**config.mk**
```make
export PLATFORM = sky130hd
export DESIGN_NAME = alu_datapath
export DESIGN_NICKNAME = d
export VERILOG_FILES = /design/src/rtl/alu_datapath.sv
export SDC_FILE = /design/constraint.sdc
export NUM_CORES = 1
export LEC_CHECK = 0
export ABC_CLOCK_PERIOD_IN_PS = 7300
export CORE_MARGIN = 2
export CORE_UTILIZATION = 50
export DETAILED_ROUTE_END_ITERATION = 7
export PLACE_DENSITY_LB_ADDON = 0.12
export SYNTH_ARGS = -nofsm -noshare
export SYNTH_HDL_FRONTEND = slang
export SYNTH_SLANG_ARGS = --single-unit
```
**constraint.sdc**
```tcl
create_clock -name clk -period 7.3 [get_ports clk]
set_clock_uncertainty 0.05 [all_clocks]
set_input_delay 1.46 -clock clk [delete_from_list [all_inputs] [get_ports clk]]
set_output_delay 1.46 -clock clk [all_outputs]
set_load 0.01 [all_outputs]
```
**src/rtl/alu_datapath.sv**
```systemverilog
// alu_datapath: 8-bit A/Q/M datapath for ADD, SUB, Booth MUL and DIV.
// Executes the control unit's 11-bit micro-op word; registered output bus.
module alu_datapath #(
  parameter int W = 8
) (
  input  logic         clk,
  input  logic         reset,
  input  logic [W-1:0] op_a,
  input  logic [W-1:0] op_b,
  input  logic [10:0]  control,
  output logic         Q0,
  output logic         Q_1,
  output logic         A7,
  output logic         count,
  output logic [W-1:0] outbus,
  output logic         out_valid,
  output logic         carry
);

  logic [W-1:0] r_a;
  logic [W-1:0] r_q;
  logic [W-1:0] r_m;
  logic         r_q1;
  logic         r_qbit;
  logic         r_carry;
  logic [2:0]   r_cnt;
  logic [W-1:0] r_out;
  logic         r_valid;

  logic         w_add_en;
  logic         w_sub;
  logic [W-1:0] w_bop;
  logic [W-1:0] w_sum;
  logic         w_cout;
  logic [W-1:0] w_pre;
  logic [W-1:0] w_a_nxt;
  logic [W-1:0] w_q_nxt;
  logic         w_q1_nxt;
  logic [2:0]   w_cnt_nxt;
  logic [W-1:0] w_out_nxt;

  assign w_add_en = control[3] | control[4] | control[5];
  assign w_sub    = control[5];
  assign w_bop    = w_sub ? ~r_m : r_m;

  // Shared adder; subtract is A + ~M + 1
  always_comb begin
    {w_cout, w_sum} = {1'b0, r_a} + {1'b0, w_bop}
                    + {{W{1'b0}}, w_sub};
  end

  // Shifts act on the adder result so a Booth step fits one cycle
  assign w_pre = w_add_en ? w_sum : r_a;

  // A next-state: clear > load > add/shift > hold
  always_comb begin
    w_a_nxt = w_pre;
    if (control[2])
      w_a_nxt = '0;
    else if (control[0])
      w_a_nxt = op_a;
    else if (control[6])
      w_a_nxt = {w_pre[W-1], w_pre[W-1:1]};
    else if (control[7])
      w_a_nxt = {w_pre[W-2:0], r_q[W-1]};
  end

  // Q and Q_1 next-state; loads override shifts
  always_comb begin
    w_q_nxt  = r_q;
    w_q1_nxt = r_q1;
    if (control[1])
      w_q_nxt = op_a;
    else if (control[6])
      w_q_nxt = {w_pre[0], r_q[W-1:1]};
    else if (control[7])
      w_q_nxt = {r_q[W-2:0], r_qbit};
    if (control[2] || control[1])
      w_q1_nxt = 1'b0;
    else if (control[6])
      w_q1_nxt = r_q[0];
  end

  // Step counter and output bus selection
  always_comb begin
    w_cnt_nxt = r_cnt;
    if (control[2])
      w_cnt_nxt = 3'd0;
    else if (control[8])
      w_cnt_nxt = r_cnt + 3'd1;
    w_out_nxt = r_out;
    if (control[10])
      w_out_nxt = r_a;
    else if (control[9])
      w_out_nxt = r_q;
  end

  // Register update
  always_ff @(posedge clk or negedge reset) begin
    if (!reset) begin
      r_a     <= '0;
      r_q     <= '0;
      r_m     <= '0;
      r_q1    <= 1'b0;
      r_qbit  <= 1'b0;
      r_carry <= 1'b0;
      r_cnt   <= 3'd0;
      r_out   <= '0;
      r_valid <= 1'b0;
    end else begin
      r_a     <= w_a_nxt;
      r_q     <= w_q_nxt;
      r_q1    <= w_q1_nxt;
      r_cnt   <= w_cnt_nxt;
      r_out   <= w_out_nxt;
      r_valid <= control[9] | control[10];
      if (control[0])
        r_m <= op_b;
      if (control[4])
        r_carry <= w_cout;
      if (control[5])
        r_qbit <= ~w_sum[W-1];
    end
  end

  assign Q0        = r_q[0];
  assign Q_1       = r_q1;
  assign A7        = r_a[W-1];
  assign count     = (r_cnt == 3'd7);
  assign outbus    = r_out;
  assign out_valid = r_valid;
  assign carry     = r_carry;

endmodule

```
# --- Word level (Yosys, flattened, before mapping) ---
# Cells that the tools add are included.
totals:
  register_bits: 39
  inputBits: 29
  out_inout_bits: 14
  elab_cells: 38
op_classes:
  addsub: 3
  eq_ne: 1
  muxes: 15
  n_bitwise: 5
  reduce_logical: 5
op_table:
  columns: ["operator", "n"]
  rows:
  - ["8-bit 2-to-1 mux", 11]
  - ["8-bit by 8-bit adder with 9-bit output", 1]
  - ["9-bit by 1-bit adder with 9-bit output", 1]
  - ["8-bit NOT", 1]
  - ["3-bit 2-to-1 mux", 2]
  - ["2-bit nonzero test", 3]
  - ["3-bit by 1-bit adder with 3-bit output (second input constant)", 1]
  - ["3-bit equality test (second input constant)", 1]
  - ["1-bit OR", 3]
  - ["3-bit nonzero test", 1]
  - ["1-bit 2-to-1 mux", 2]
  - ["1-bit logical OR", 1]
  - ["1-bit NOT", 1]

# --- Logic depth before layout (Yosys ltp) ---
# Gate-level depths: netlist (run 1).
logic_depth:
  word_depth: 9
  depth_mapped: 10
  mapped_depth_nobuf: 9

# --- Worst setup path after synthesis (run 1) ---
# OpenSTA, ideal clock, no wires.
synth_timing:
  path_type: "input to register"
  from: "in control[5]"
  to: "reg r_a[3]"
  setup_time_ps: 121
  t_arrival_ps: 3447
  required_ps: 7129
  setup_slack_ps: 3682
  stages: 9
  path_buffers: 1
  path_cell_list: "buf_2 -> xor2_1 -> ha_1 -> a21oi_2 -> o21ai_2 -> xor2_1 -> mux4_2 -> mux2_4 -> a22o_1"
synth_between:
  elab_chain_len: 8
  word_cells_on_any_way: 9
  classes_between: "2 x add/sub; 6 x mux; 1 x bitwise"
synth_lines:
  columns: ["element", "line_no", "text"]
  rows:
  - ["from (decl)", "10", "input logic [10:0] control,"]
  - ["8-bit 2-to-1 mux", "44", "assign w_bop = w_sub ? ~r_m : r_m;"]
  - ["8-bit by 8-bit adder with 9-bit output", "48", "{w_cout, w_sum} = {1'b0, r_a} + {1'b0, w_bop}"]
  - ["9-bit by 1-bit adder with 9-bit output", "49", "+ {{W{1'b0}}, w_sub};"]
  - ["8-bit 2-to-1 mux *", "53", "assign w_pre = w_add_en ? w_sum : r_a;"]
  - ["8-bit 2-to-1 mux", "64", "else if (control[7])"]
  - ["8-bit 2-to-1 mux *", "62", "else if (control[6])"]
  - ["8-bit 2-to-1 mux *", "60", "else if (control[0])"]
  - ["8-bit 2-to-1 mux *", "58", "if (control[2])"]
  - ["via w_a_nxt[3]", "36", "logic [W-1:0] w_a_nxt;"]
  - ["to (signal assigned)", "111", "r_a <= w_a_nxt;"]
  - ["to (decl)", "20", "logic [W-1:0] r_a;"]
# The timed path passes the listed nets; every way through them passes the cells marked *.
# A chain may end at the register's enable or synchronous reset.

# --- Worst setup path after layout (run 1) ---
layout_timing:
  from: "in control[5]"
  to: "reg r_a[4]"
# Same word-level chain as after synthesis.

==> impl_metrics.yaml, run 1 <==
yosys:
  ys_warn_count: 0
  synth-main-ff-cell: "dfrtp_1"
  ys_seq_area_share_pct: 39.1
  synth_area_leaders: "dfrtp_1 (39%), mux2i_1 (9.6%), ha_1 (5.5%), mux2_2 (4.1%), nand2_1 (3.9%)"
  synth_top_family_by_area: "multiplexers"
  yosys.area_share.xor_xnor_pct: 5.26
  ys_async_sr_fraction_pct: 100
  synth-compound-area-share_pct: 16.2
  synthMuxAreaShare_pct: 16.6
  ys_seq_elements: 39
  synth_fa_ha_area_share_pct: 6.31
  postSynthAreaPerCell_sq_um: 9.61
  yosys.area.top_type: "dfrtp_1"
  netlist_area_sq_mm: 0.00250
  synthSimpleGateAreaFrac_pct: 12.4
  synth.distinct_cells: 50
  postSynthCellCount: 260
  synth_top_area_share_pct: 39.1
  syn_nets: 301
  synth_edf_count: 0
drt:
  vias: 1999
  totalWireLength_um: 5300
  postRouteAntennaNets: 0
  wl_per_cell_um: 14.6
  remaining_drc_errors: 0
  drt-pass1-iter-count: 4
  drt_iter0_drc: 126
  vias_per_cell: 5.51
critical_path:
  crit_slowest_cell: "clkdlybuf4s50_1"
  crit_path_start_kind: "input pin"
  cpLargestDelayFamily: "buffers and inverters"
  critical_path_buf_inv_count: 2
  cp_max_fo: 13
  cp-end-kind: "flop"
  slowest_delay_ns: 0.81
  worstPathCellList: "clkdlybuf4s50_1, xor2_1, inv_1, fa_1, o21ai_1, xor2_1, mux2_1, nor4_1, a2111oi_0"
  crit_arrival_ns: 4.21
  cp_common_cell: "xor2_1"
  required_ns: 7.40
  crit_type: "in -> reg"
clock_network:
  clock_latency_ns: 0.30
  post_cts_resized: 0
  cts-hold-fix-buffers: 0
  cts.clk_slew.worst_paths_ns: 0.08
  cts.path.max_buffers: 2
  cts-root-buf: "clkbuf_8"
  h-tree-depth: 2
  cts_setup_buffers: 0
  clock-sinks: 39
  cts_made_buffers: 5
  cts_tree: "built"
worst_hold_path:
  hold_path.class: "reg -> reg"
timing:
  rsz0062_at_grt: "no"
  tns_ns: 0
  post-route-min-period_ns: 4.11
  finalMaxSlewViolations: 0
  hold_viol: 0
  holdWs_ns: 0.476
  timing.fmax_ghz: 0.243
  worstMarginPinSlew_ns: 0.968
  worst_slew_margin_rel_pct: 35.3
  min_period_over_period_pct: 56.3
  setup_viol_count_final: 0
  setup_ws_ns: 3.19
global_route:
  grt.total_usage_pct: 20.8
  grt_max_degree: 40
  grt_pass1_wl_um: 8720
  first_global_vias: 1864
  antenna_found_initial: 0
  gr-total-overflow: 0
floorplan:
  fp.coreArea_sq_mm: 0.00475
  die_area_sq_mm: 0.00558
  die_h_um: 74.7
  initial_core_util_pct: 52.5
  io_pins: 43
  die_w_um: 74.7
  row_count: 25
place:
  gp_congestion: 0.850
  hpwlAfterDp_um: 3980
  pre_cts_ws_ns: 2.89
  port_buffers: 42
power:
  powerDensity_mw_per_mm2: 220
  peakVddDrop_mv: 0.104
  p_leak_nw: 1.32
job:
  max_cap_viol_count: 0
finish:
  area_growth_pct: 20.6
  fin_nets: 337
  n_antenna_cell: 0
  drive_gt1_share_pct: 8.11
  final_common_cell: "clkdlybuf4s50_1"
  most-common-layout-cells: "clkdlybuf4s50_1 (41), dfrtp_1 (39), nand2_1 (26), mux2i_1 (24), nor2_1 (23)"
  fin_util_pct: 63.4
status:
  status: "finished clean"
-- synth_stat cells (all sizes together) (2+ instances only) --
| master | number |
|---|---|
| nor2 | 23 |
| nand2 | 26 |
| inv | 6 |
| o21ai | 24 |
| mux2i | 25 |
| a31oi | 3 |
| a22o | 3 |
| buf | 7 |
| o221ai | 2 |
| o22ai | 3 |
| a21oi | 17 |
| nand3 | 4 |
| xor2 | 10 |
| nor4 | 2 |
| ha | 11 |
| or2 | 2 |
| a211oi | 3 |
| mux2 | 12 |
| dfrtp | 39 |
| clkbuf | 7 |
| nor3 | 7 |
| nor3b | 2 |
| xnor2 | 5 |
-- metal layers --
layer	wire, um	vias to the layer above	GRT usage, %
met5	0	-	0
met4	93	0	6.94
met3	252	11	4.42
met2	2470	63	33.7
met1	2480	924	27.8
li1	-	1001	-
-- logic make-up (layout without fill, tap and decap cells) --
| family | Yosys count | after routing |
|---|---|---|
| AND/OR/NAND/NOR | 71 | 71 |
| AO/OA/AOI/OAI | 65 | 65 |
| flip-flops | 39 | 39 |
| multiplexers | 38 | 38 |
| buffers and inverters | 20 | 56 |
| XOR/XNOR | 15 | 15 |
| adder cells (fa/ha/maj) | 12 | 12 |
-- worst paths after layout --
check,slack (ns),cells past startpoint,startpoint,end
worst max-delay path,3.19,9,control[5],r_a[4]
worst min-delay path,0.48,2,carry,carry
worst max register to register,4.82,8,r_m[2],r_a[3]
worst min register to register,0.48,2,carry,carry
max in group asynchronous,5.43,1,reset,r_m[3]
min in group asynchronous,1.23,1,reset,r_a[4]
-- registers in the layout (all words and copies together) (netlist names) --
signal and count:
outbus 8, r_a 8, r_m 8, r_q 8
r_cnt 3, Q_1 1, carry 1, out_valid 1
r_qbit 1
-- metrics by stage --
step           instances  power [W]  cell area, sq um
2_1_floorplan        260   0.000438              2500
3_3_place_gp         356   0.000512              2930
3_5_place_dp         356   0.000517              2930
4_1_cts              363   0.000667              3010
5_1_grt              363   0.000707              3010
6_report             363   0.000663              3010
-- tightest hold or removal path: cells and delay by family, from the launching register on --
| kind | cells | cell delay (ns) |
|---|---|---|
| and+or+nand+nor | 1 | 0.04 |
| AOI/OAI and AO/OA | 1 | 0.10 |
| DFF | 1 | 0.35 |
-- report_power, final --
part | internal (W) | total [W] | switching (W) | leakage [nW]
Sequential | 0.000244 | 0.000268 | 0.0000249 | 0.484
Clock | 0.0000742 | 0.000149 | 0.0000751 | 0.0470
Combinational | 0.000122 | 0.000245 | 0.000123 | 0.793
Total | 0.000440 | 0.000663 | 0.000223 | 1.32
-- area by class of cell --
cell class / instances / area, sq um
clock buffer: 6 / 82.6
clock inverter: 1 / 5.00
fill: 447 / 1740
inverter: 6 / 22.5
multi-input combinational: 201 / 1420
sequential: 39 / 976
tap: 67 / 83.8
timing repair buffer: 43 / 423
Power figures use the tool's default switching activity.
==> run 2, diff against run 1 <==
--- a/config.mk
+++ b/config.mk
@@ -5,7 +5,7 @@
 export SDC_FILE = /design/constraint.sdc
 export NUM_CORES = 1
 export LEC_CHECK = 0
-export ABC_CLOCK_PERIOD_IN_PS = 7300
+export ABC_CLOCK_PERIOD_IN_PS = 4000
 export CORE_MARGIN = 2
 export CORE_UTILIZATION = 50
 export DETAILED_ROUTE_END_ITERATION = 7
==> constraint.sdc (replaced) <==
create_clock -name clk -period 4 [get_ports clk]
set_clock_uncertainty 0.05 [all_clocks]
set_input_delay 0.8 -clock clk [delete_from_list [all_inputs] [get_ports clk]]
set_output_delay 0.8 -clock clk [all_outputs]
set_load 0.01 [all_outputs]
==> run 2 against run 1 <==
Via count up 0.50%. Power up 93%. Critical path type unchanged. Largest power group unchanged. Count of clock-buffer cells in the layout down 1. Sequential share of layout area down 0.42 points. Critical path depth up 1.
==> impl_metrics.yaml, run 2 (synthesis results as in run 1) <==
status:
  status: "finished clean"
timing:
  worst_slew_margin_rel_pct: 43.3
  tns_ns: 0
  timing.fmax_ghz: 0.313
  min_period_over_period_pct: 79.9
  worstMarginPinSlew_ns: 0.851
  finalMaxSlewViolations: 0
  post-route-min-period_ns: 3.20
  setup_viol_count_final: 0
  rsz0062_at_grt: "no"
  hold_viol: 0
worst_hold_path:
  hold_path.class: "reg -> reg"
  hp-start: "carry"
clock_network:
  h-tree-depth: 2
  cts_made_buffers: 5
  post_cts_resized: 0
  cts-root-buf: "clkbuf_8"
  cts-hold-fix-buffers: 0
  clock-sinks: 39
  cts.clk_slew.worst_paths_ns: 0.08
  clock_latency_ns: 0.30
  cts.path.max_buffers: 2
  cts_tree: "built"
  cts_setup_buffers: 0
place:
  place_inst: 358
  port_buffers: 42
  place_area_sq_mm: 0.00294
  gp_congestion: 0.807
  hpwlAfterDp_um: 4230
critical_path:
  cp_max_fo: 8
  crit_arrival_ns: 3.32
  crit_type: "in -> reg"
  crit_start: "control[5]"
  cp-end-kind: "flop"
  worstPathCellList: "clkdlybuf4s50_1, buf_4, xor2_1, ha_1, a21oi_1, o221ai_1, xnor2_1, o21ai_1, o22ai_1, a2111oi_0"
  r2r_start: "r_m[2]"
  slowest_delay_ns: 0.60
  required_ns: 4.12
  crit_path_start_kind: "input pin"
  crit_slowest_cell: "clkdlybuf4s50_1"
global_route:
  grt_pass1_wl_um: 9090
  first_global_vias: 1952
  grt.total_usage_pct: 21.3
  antenna_found_initial: 0
  grt_max_degree: 40
  gr-total-overflow: 0
finish:
  n_antenna_cell: 0
  area_growth_pct: 22.2
  final_common_cell: "clkdlybuf4s50_1"
  fin_area_sq_mm: 0.00305
  drive_gt1_share_pct: 9.03
  fill_cells: 437
  fin_nets: 339
  fin_util_pct: 64.2
  instances_no_fill: 366
  most-common-layout-cells: "clkdlybuf4s50_1 (41), dfrtp_1 (39), nand2_1 (26), mux2i_1 (24), nor2_1 (23)"
power:
  switchingPower_w: 0.000423
  peakVddDrop_mv: 0.224
  comb_power_share_pct: 35.4
  p_leak_nw: 1.35
  powerDensity_mw_per_mm2: 418
  switching_share_pct: 33.1
  p_int_w: 0.000854
  clockPowerShare_pct: 26.1
  seqPwrFrac_pct: 38.5
job:
  max_cap_viol_count: 0
drt:
  drt_iter0_drc: 115
  totalWireLength_um: 5500
  remaining_drc_errors: 0
  wl_per_cell_um: 15.0
  drt-pass1-iter-count: 4
  dr_wl_met3_um: 191
  postRouteAntennaNets: 0
  vias_per_cell: 5.49
  route.met2.wl_um: 2660
  vias: 2009
  m1WireLength_um: 2560
  highest_layer: "met4"
floorplan:
  die_h_um: 74.7
  row_count: 25
  io_pins: 43
  initial_core_util_pct: 52.5
  die_w_um: 74.7
  die_area_sq_mm: 0.00558
  fp.coreArea_sq_mm: 0.00475
==> run 2: changes by cell type in the layout (fill, tap and decap cells not counted) <==
cell | previous run | this run
bufinv_16 | 0 | 1
buf_4 | 1 | 3
clkinv_4 | 0 | 1
clkbuf_8 | 6 | 5
==> run 2: final timing paths <==
kind | end | slack (ns) | cells after the start
worst max-delay path | r_a[4] | 0.80 | 10
worst min-delay path | carry | 0.48 | 2
worst max register to register | r_a[3] | 1.55 | 8
worst min register to register | carry | 0.48 | 2
max in group asynchronous | r_a[7] | 2.81 | 1
min in group asynchronous | out_valid | 0.55 | 1
==> run 2: through the flow <==
stage | total power, W | setup WS, ns | hold slack [ns]
floorplan | 0.000800 | 1.04 | 0.428
global placement | 0.000939 | 0.572 | 0.459
detailed placement | 0.000951 | 0.514 | 0.463
CTS | 0.00129 | 0.835 | 0.483
global route | 0.00136 | 0.493 | 0.502
finish | 0.00128 | 0.803 | 0.478
==> run 2: per-layer routing <==
metal / global-route usage, % / vias to the layer above
met5: 0 / -
met4: 6.94 / 0
met3: 4.28 / 9
met2: 36.6 / 47
met1: 27.0 / 944
li1: - / 1009
==> run 2: layout make-up <==
type / count / area (sq um) / area share (%)
multi-input combinational: 201 / 1420 / 46.5
sequential: 39 / 976 / 32.0
timing repair buffer: 45 / 438 / 14.3
tap: 67 / 83.8 / 2.75
clock buffer: 5 / 68.8 / 2.25
clock inverter: 3 / 43.8 / 1.43
inverter: 6 / 22.5 / 0.738
==> run 2: power groups by stage <==
stage / Clock, W / Combinational, W / Sequential, W
after floorplan: 0 / 0.000307 / 0.000493
after global placement: 0 / 0.000440 / 0.000498
after detailed placement: 0 / 0.000452 / 0.000499
after CTS: 0.000344 / 0.000455 / 0.000491
after global routing: 0.000359 / 0.000505 / 0.000498
final: 0.000334 / 0.000452 / 0.000492
==> run 2: worst max-delay path, delay by kind of cell <==
kind	cells	cell delay [ns]
adder cells (fa/ha/maj)	1	0.32
buffers and inverters	2	0.82
AO/OA/AOI/OAI	5	1.05
XOR/XNOR	2	0.33
